`config.mk`:
```
export PLATFORM = sky130hd
export DESIGN_NAME = sram_fifo_64x2_flat
export DESIGN_NICKNAME = d
export VERILOG_FILES = /design/src/rtl/sram_fifo_64x2_if.sv /design/src/rtl/sram_fifo_64x2.sv /design/src/flat_wrapper.sv
export SDC_FILE = /design/constraint.sdc
export NUM_CORES = 1
export LEC_CHECK = 0
export BUFFER_PORTS_ARGS = -buffer_cell sky130_fd_sc_hd__buf_2
export CELL_PAD_IN_SITES_DETAIL_PLACEMENT = 2
export CELL_PAD_IN_SITES_GLOBAL_PLACEMENT = 2
export CORE_MARGIN = 8
export CORE_UTILIZATION = 29
export DETAILED_ROUTE_END_ITERATION = 10
export PLACE_DENSITY_LB_ADDON = 0.1
export SYNTH_ARGS = -nofsm -noshare
export SYNTH_HDL_FRONTEND = slang
export SYNTH_SLANG_ARGS = --single-unit
```
`constraint.sdc`:
```
create_clock -name clk -period 4.9 [get_ports clk]
set_clock_uncertainty 0.05 [all_clocks]
set_input_delay 0.735 -clock clk [delete_from_list [all_inputs] [get_ports clk]]
set_output_delay 0.735 -clock clk [all_outputs]
set_load 0.005 [all_outputs]
```
`src/rtl/sram_fifo_64x2_if.sv`:
```
// sram_fifo_64x2_if: bundles the FIFO's enqueue/dequeue handshakes, its
// occupancy count and the initiator-side SRAM port.
//   slave  : the FIFO controller's view. It receives enq_*, deq_ready and
//            sram_read_data, and drives everything else.
//   master : the surrounding logic plus the SRAM wrapper (the mirror view).
interface sram_fifo_64x2_if #(
  parameter int unsigned ADDR_W = 6,
  parameter int unsigned DATA_W = 2
);
  logic              enq_valid;
  logic              enq_ready;
  logic [DATA_W-1:0] enq_data;
  logic              deq_valid;
  logic              deq_ready;
  logic [DATA_W-1:0] deq_data;
  logic [ADDR_W:0]   count;
  logic              sram_write_en;
  logic [ADDR_W-1:0] sram_write_addr;
  logic [DATA_W-1:0] sram_write_data;
  logic              sram_read_en;
  logic [ADDR_W-1:0] sram_read_addr;
  logic [DATA_W-1:0] sram_read_data;

  modport slave (
    input  enq_valid, enq_data, deq_ready, sram_read_data,
    output enq_ready, deq_valid, deq_data, count,
           sram_write_en, sram_write_addr, sram_write_data,
           sram_read_en, sram_read_addr
  );

  modport master (
    output enq_valid, enq_data, deq_ready, sram_read_data,
    input  enq_ready, deq_valid, deq_data, count,
           sram_write_en, sram_write_addr, sram_write_data,
           sram_read_en, sram_read_addr
  );
endinterface

```
`src/rtl/sram_fifo_64x2.sv`:
```
// sram_fifo_64x2: FIFO controller using an external 1R1W SRAM (DEPTH x DATA_W,
// one-cycle registered read) as its storage. A 2-entry output buffer absorbs
// the read latency, so one element per cycle is sustained. Capacity DEPTH+2.
// Ports:
//   clk  - clock, all state on rising edge
//   rst  - asynchronous active-high reset
//   bus  - slave view: enq valid/ready/data, deq valid/ready/data, count,
//          SRAM write strobe/addr/data, read strobe/addr, read data in
module sram_fifo_64x2 #(
  parameter int unsigned DEPTH  = 64,
  parameter int unsigned ADDR_W = 6,
  parameter int unsigned DATA_W = 2
) (
  input  logic            clk,
  input  logic            rst,
  sram_fifo_64x2_if.slave bus
);
  localparam logic [ADDR_W:0] DEPTH_C = (ADDR_W+1)'(DEPTH);

  logic [ADDR_W-1:0] wr_ptr_q, wr_ptr_d;
  logic [ADDR_W-1:0] rd_ptr_q, rd_ptr_d;
  logic [ADDR_W:0]   sram_cnt_q, sram_cnt_d;
  logic              inflight_q, inflight_d;
  logic [DATA_W-1:0] obuf_q [2];
  logic [DATA_W-1:0] obuf_d [2];
  logic              head_q, head_d;
  logic [1:0]        obuf_cnt_q, obuf_cnt_d;

  logic              enq_fire, deq_fire, bypass, wr, rd, push, tail;
  logic [1:0]        occ;
  logic [DATA_W-1:0] push_data;

  assign bus.enq_ready = (sram_cnt_q < DEPTH_C);
  assign bus.deq_valid = (obuf_cnt_q != 2'd0);
  assign bus.deq_data  = obuf_q[head_q];

  // Reset is allowed to be asserted while a producer still offers data;
  // nothing may be written to the SRAM during that time.
  assign enq_fire = bus.enq_valid && bus.enq_ready && !rst;
  assign deq_fire = bus.deq_valid && bus.deq_ready;

  // Bypass only when nothing older sits in the SRAM or in flight, which
  // keeps FIFO order intact.
  assign bypass = enq_fire && (sram_cnt_q == '0) && !inflight_q && (obuf_cnt_q != 2'd2);
  assign wr     = enq_fire && !bypass;

  // Prefetch whenever the output buffer will have room for the returning
  // word, counting the in-flight read and this cycle's pop.
  assign occ = obuf_cnt_q + {1'b0, inflight_q};
  assign rd  = (sram_cnt_q != '0) && (deq_fire ? (occ <= 2'd2) : (occ <= 2'd1));

  // Retire and bypass are mutually exclusive (bypass needs inflight==0).
  assign push      = inflight_q || bypass;
  assign push_data = inflight_q ? bus.sram_read_data : bus.enq_data;
  assign tail      = head_q ^ obuf_cnt_q[0];

  assign bus.sram_write_en   = wr;
  assign bus.sram_write_addr = wr_ptr_q;
  assign bus.sram_write_data = bus.enq_data;
  assign bus.sram_read_en    = rd;
  assign bus.sram_read_addr  = rd_ptr_q;

  assign bus.count = sram_cnt_q + {{ADDR_W{1'b0}}, inflight_q}
                     + {{(ADDR_W-1){1'b0}}, obuf_cnt_q};

  always_comb begin
    wr_ptr_d   = wr_ptr_q;
    rd_ptr_d   = rd_ptr_q;
    sram_cnt_d = sram_cnt_q;
    inflight_d = rd;
    obuf_d     = obuf_q;
    head_d     = head_q;
    obuf_cnt_d = obuf_cnt_q;
    if (wr) begin
      wr_ptr_d = wr_ptr_q + 1'b1;
    end
    if (rd) begin
      rd_ptr_d = rd_ptr_q + 1'b1;
    end
    sram_cnt_d = sram_cnt_q + {{ADDR_W{1'b0}}, wr} - {{ADDR_W{1'b0}}, rd};
    if (push) begin
      obuf_d[tail] = push_data;
    end
    if (deq_fire) begin
      head_d = ~head_q;
    end
    obuf_cnt_d = obuf_cnt_q + {1'b0, push} - {1'b0, deq_fire};
  end

  always_ff @(posedge clk or posedge rst) begin
    if (rst) begin
      wr_ptr_q   <= '0;
      rd_ptr_q   <= '0;
      sram_cnt_q <= '0;
      inflight_q <= 1'b0;
      obuf_q[0]  <= '0;
      obuf_q[1]  <= '0;
      head_q     <= 1'b0;
      obuf_cnt_q <= '0;
    end else begin
      wr_ptr_q   <= wr_ptr_d;
      rd_ptr_q   <= rd_ptr_d;
      sram_cnt_q <= sram_cnt_d;
      inflight_q <= inflight_d;
      obuf_q     <= obuf_d;
      head_q     <= head_d;
      obuf_cnt_q <= obuf_cnt_d;
    end
  end
endmodule

```
`src/flat_wrapper.sv`:
```
// flat-port wrapper written by rule: the top's interface ports become plain ports
module sram_fifo_64x2_flat 
#(
  parameter int unsigned DEPTH  = 64,
  parameter int unsigned ADDR_W = 6,
  parameter int unsigned DATA_W = 2
)
  (clk, rst, bus_enq_valid, bus_enq_data, bus_deq_ready, bus_sram_read_data, bus_enq_ready, bus_deq_valid, bus_deq_data, bus_count, bus_sram_write_en, bus_sram_write_addr, bus_sram_write_data, bus_sram_read_en, bus_sram_read_addr);
  sram_fifo_64x2_if #(.ADDR_W(ADDR_W), .DATA_W(DATA_W)) bus_i ();
  input  logic clk;
  input  logic rst;
  input wire logic [$bits(bus_i.enq_valid)-1:0] bus_enq_valid;
  input wire logic [$bits(bus_i.enq_data)-1:0] bus_enq_data;
  input wire logic [$bits(bus_i.deq_ready)-1:0] bus_deq_ready;
  input wire logic [$bits(bus_i.sram_read_data)-1:0] bus_sram_read_data;
  output wire logic [$bits(bus_i.enq_ready)-1:0] bus_enq_ready;
  output wire logic [$bits(bus_i.deq_valid)-1:0] bus_deq_valid;
  output wire logic [$bits(bus_i.deq_data)-1:0] bus_deq_data;
  output wire logic [$bits(bus_i.count)-1:0] bus_count;
  output wire logic [$bits(bus_i.sram_write_en)-1:0] bus_sram_write_en;
  output wire logic [$bits(bus_i.sram_write_addr)-1:0] bus_sram_write_addr;
  output wire logic [$bits(bus_i.sram_write_data)-1:0] bus_sram_write_data;
  output wire logic [$bits(bus_i.sram_read_en)-1:0] bus_sram_read_en;
  output wire logic [$bits(bus_i.sram_read_addr)-1:0] bus_sram_read_addr;
  assign bus_i.enq_valid = bus_enq_valid;
  assign bus_i.enq_data = bus_enq_data;
  assign bus_i.deq_ready = bus_deq_ready;
  assign bus_i.sram_read_data = bus_sram_read_data;
  assign bus_enq_ready = bus_i.enq_ready;
  assign bus_deq_valid = bus_i.deq_valid;
  assign bus_deq_data = bus_i.deq_data;
  assign bus_count = bus_i.count;
  assign bus_sram_write_en = bus_i.sram_write_en;
  assign bus_sram_write_addr = bus_i.sram_write_addr;
  assign bus_sram_write_data = bus_i.sram_write_data;
  assign bus_sram_read_en = bus_i.sram_read_en;
  assign bus_sram_read_addr = bus_i.sram_read_addr;
  sram_fifo_64x2 #(.DEPTH(DEPTH), .ADDR_W(ADDR_W), .DATA_W(DATA_W)) u_core (.clk(clk), .rst(rst), .bus(bus_i));
endmodule
```
==> impl_metrics.toml <==
[cells_and_area]
final_nets = 218
final_area_mm2 = 0.001993
final_core_util = 0.3448
n_fill_cell = 649
final_layout_size_suffix_gt1_frac = 0.2766
final_cell_mix = "buf_2, dfrtp_1, inv_1"
antenna_cells = 0
final_common_cell = "buf_2"
multiInputGateArea_um2 = 922.1
seq_area_um2 = 675.6
area_growth_pct = 17.56

[critical_path]
end_kind = "flop"
crit_family = "adder cells"
crit_chain = "ha_1 > nand3b_1 > a22oi_1 > nand2_1 > inv_1 > ha_1 > inv_1 > ha_1 > fa_1 > a21oi_1 > o311ai_0 > a21oi_1 > xnor2_1"
crit_required_ns = 5.06
critPathMaxFanout = 6
path_class = "flop to flop"
cp_slowest_cell = "dfrtp_1"
cpMostUsedCell = "ha_1"
cp_num_buf_inv = 2
cpPeakStageDelay_ns = 0.47
crit_arrival_ns = 3.49
startpoint_type = "flop"

[placement]
dp_slack_ns = 1.454
gp_congestion = 0.7526
portBuffers = 34
dpl_cell_area_mm2 = 0.001944
post-dp-hpwl_um = 3316

[synth]
syn_area_per_cell_um2 = 11.15
yosysWarningCount = 0
syn_nets = 181
syn_inst = 152
netlist_area_mm2 = 0.001695
synth_cell_types = 30
seq_area_frac_synth = 0.3985
ys_ff_latch = 27

[clocking]
htreeDepth = 1
numCtsBuffers = 3
cts_tree = "yes"
insertion_delay_ns = 0.28
clock_path_buffers = 2
clk_pin_slew_worst_paths_ns = 0.10
hold_buffers = 0
cts_sinks = 27
post-cts-setup-buffers = 0
cts_root_buf = "clkbuf_8"
cts_resized = 0

[worst_hold_path]
min-delay-path-class = "flop to flop"

[power]
power_mw = 1.610
powerDensity_mw_per_mm2 = 808.0
irDropWorstVdd_v = 0.0002681
leakagePower_nw = 0.9507

[detailed_routing]
drtAntennaViolNets = 0
wl_per_cell_um = 15.45
wl_um = 4064
drc = 0
viasPerCell = 4.471
via_count = 1176
drtPass1Iterations = 3
drtIter0Drc = 15

[global_route]
grt_max_degree = 28
antenna_found_initial = 0
grt_use_total = 0.1019
overflow = 0
grt_pass1_wl_um = 7072
grt_pass1_vias = 1391

[floorplanning]
dieArea_mm2 = 0.008549
coreArea_mm2 = 0.005781
io_pins = 35
die_w_um = 92.46
die_y_um = 92.46
rows = 28
start_util = 0.2933

[sta]
layout_setup_ws_ns = 1.568
rsz0062_at_grt = "no"
final.setup.tns_ns = 0
tightest_slew_ns = 1.116
fmax_mhz = 300.1
drv_slew = 0
period_share = 0.6800
hold_viol = 0
finalCriticalPeriod_ns = 3.332
maxSlewHeadroom = 0.2554
setup_viol = 0

[status]
status = "complete, no violations"

[job]
cap_violations = 0
[state kept, by name (all words and copies together) (netlist names)]
name and count:
u_core.bus.sram_write_addr 6, u_core.head_q 1, u_core.sram_cnt_q 7, u_core.bus.sram_read_addr 6, u_core.obuf_q 4, u_core.obuf_cnt_q 2, u_core.inflight_q 1
[cell families (layout without fill, tap and decap cells)]
family | after synthesis | count (layout) | share of synthesized area
flip-flops | 27 | 27 | 0.3985
XOR/XNOR | 25 | 25 | 0.1292
AO/OA/AOI/OAI | 13 | 13 | 0.06347
adder cells (fa/ha/maj) | 21 | 21 | 0.1683
buffers and inverters | 24 | 60 | 0.05756
AND/OR/NAND/NOR | 32 | 32 | 0.1166
multiplexers | 10 | 10 | 0.06642
[layout make-up]
| cell class | count | area share |
|---|---|---|
| Tap cell | 75 | 0.04708 |
| Clock inverter | 1 | 0.003766 |
| Multi-Input combinational cell | 101 | 0.4626 |
| Timing Repair Buffer | 34 | 0.08537 |
| Clock buffer | 3 | 0.02072 |
| Sequential cell | 27 | 0.3390 |
| Inverter | 22 | 0.04143 |
[where the power goes]
part | internal [mW] | leakage [nW] | total, mW | switching (mW)
Clock | 0.0579 | 0.0217 | 0.137 | 0.0790
Combinational | 0.499 | 0.607 | 0.979 | 0.480
Sequential | 0.346 | 0.322 | 0.494 | 0.148
[path summary, 6_finish.rpt]
kind                                                    start                       endpoint  slack (ns)  cells past startpoint
worst min-delay path            u_core.bus.sram_write_addr[5]  u_core.bus.sram_write_addr[5]        0.42                      1
min in group asynchronous                                 rst           u_core.sram_cnt_q[5]        0.69                      2
worst max-delay path                     u_core.obuf_cnt_q[0]           u_core.sram_cnt_q[6]        1.57                     13
worst max register to register           u_core.obuf_cnt_q[0]           u_core.sram_cnt_q[6]        1.57                     13
worst min register to register  u_core.bus.sram_write_addr[5]  u_core.bus.sram_write_addr[5]        0.42                      1
max in group asynchronous                                 rst  u_core.bus.sram_write_addr[1]        3.44                      2
[metal layers]
metal	track usage	vias to the layer above	part of all wire
li1	-	569	-
met1	0.1224	588	0.44
met2	0.1776	17	0.52
met3	0.02265	2	0.033
met4	0.02953	0	0.0066
met5	0	-	0
[metrics by stage]
stage               hold slack, ns  std cells
finish                      0.4196        263
global route                0.4523        263
CTS                         0.4311        263
detailed placement          0.4146        259
global placement            0.4070        259
floorplan                   0.4184        152
[synth_stat cells]
library cell / n / area (um2)
nand3b_1: 1 / 7.510
ha_1: 18 / 225.2
a41oi_1: 1 / 8.760
a21oi_1: 5 / 25.02
nand3_1: 4 / 20.02
a41oi_4: 1 / 27.53
nor2_1: 3 / 11.26
nor3b_1: 1 / 7.510
nand2_1: 6 / 22.52
nand2b_1: 2 / 12.51
a22oi_1: 1 / 7.510
dfrtp_1: 27 / 675.7
buf_4: 2 / 15.01
and2_1: 1 / 6.260
fa_1: 3 / 60.06
o311ai_0: 1 / 8.760
inv_1: 22 / 82.58
nor2b_1: 5 / 31.28
nand4_1: 4 / 25.02
nor4b_4: 1 / 23.77
o211ai_1: 1 / 7.510
or3b_4: 1 / 11.26
xor2_1: 4 / 35.03
or2_2: 1 / 6.260
o21ai_0: 1 / 5.000
a311o_1: 1 / 10.01
xnor2_1: 21 / 183.9
and3_1: 2 / 12.51
a21o_1: 1 / 7.510
mux2_2: 10 / 112.6
(Power assumes the default switching activity.)
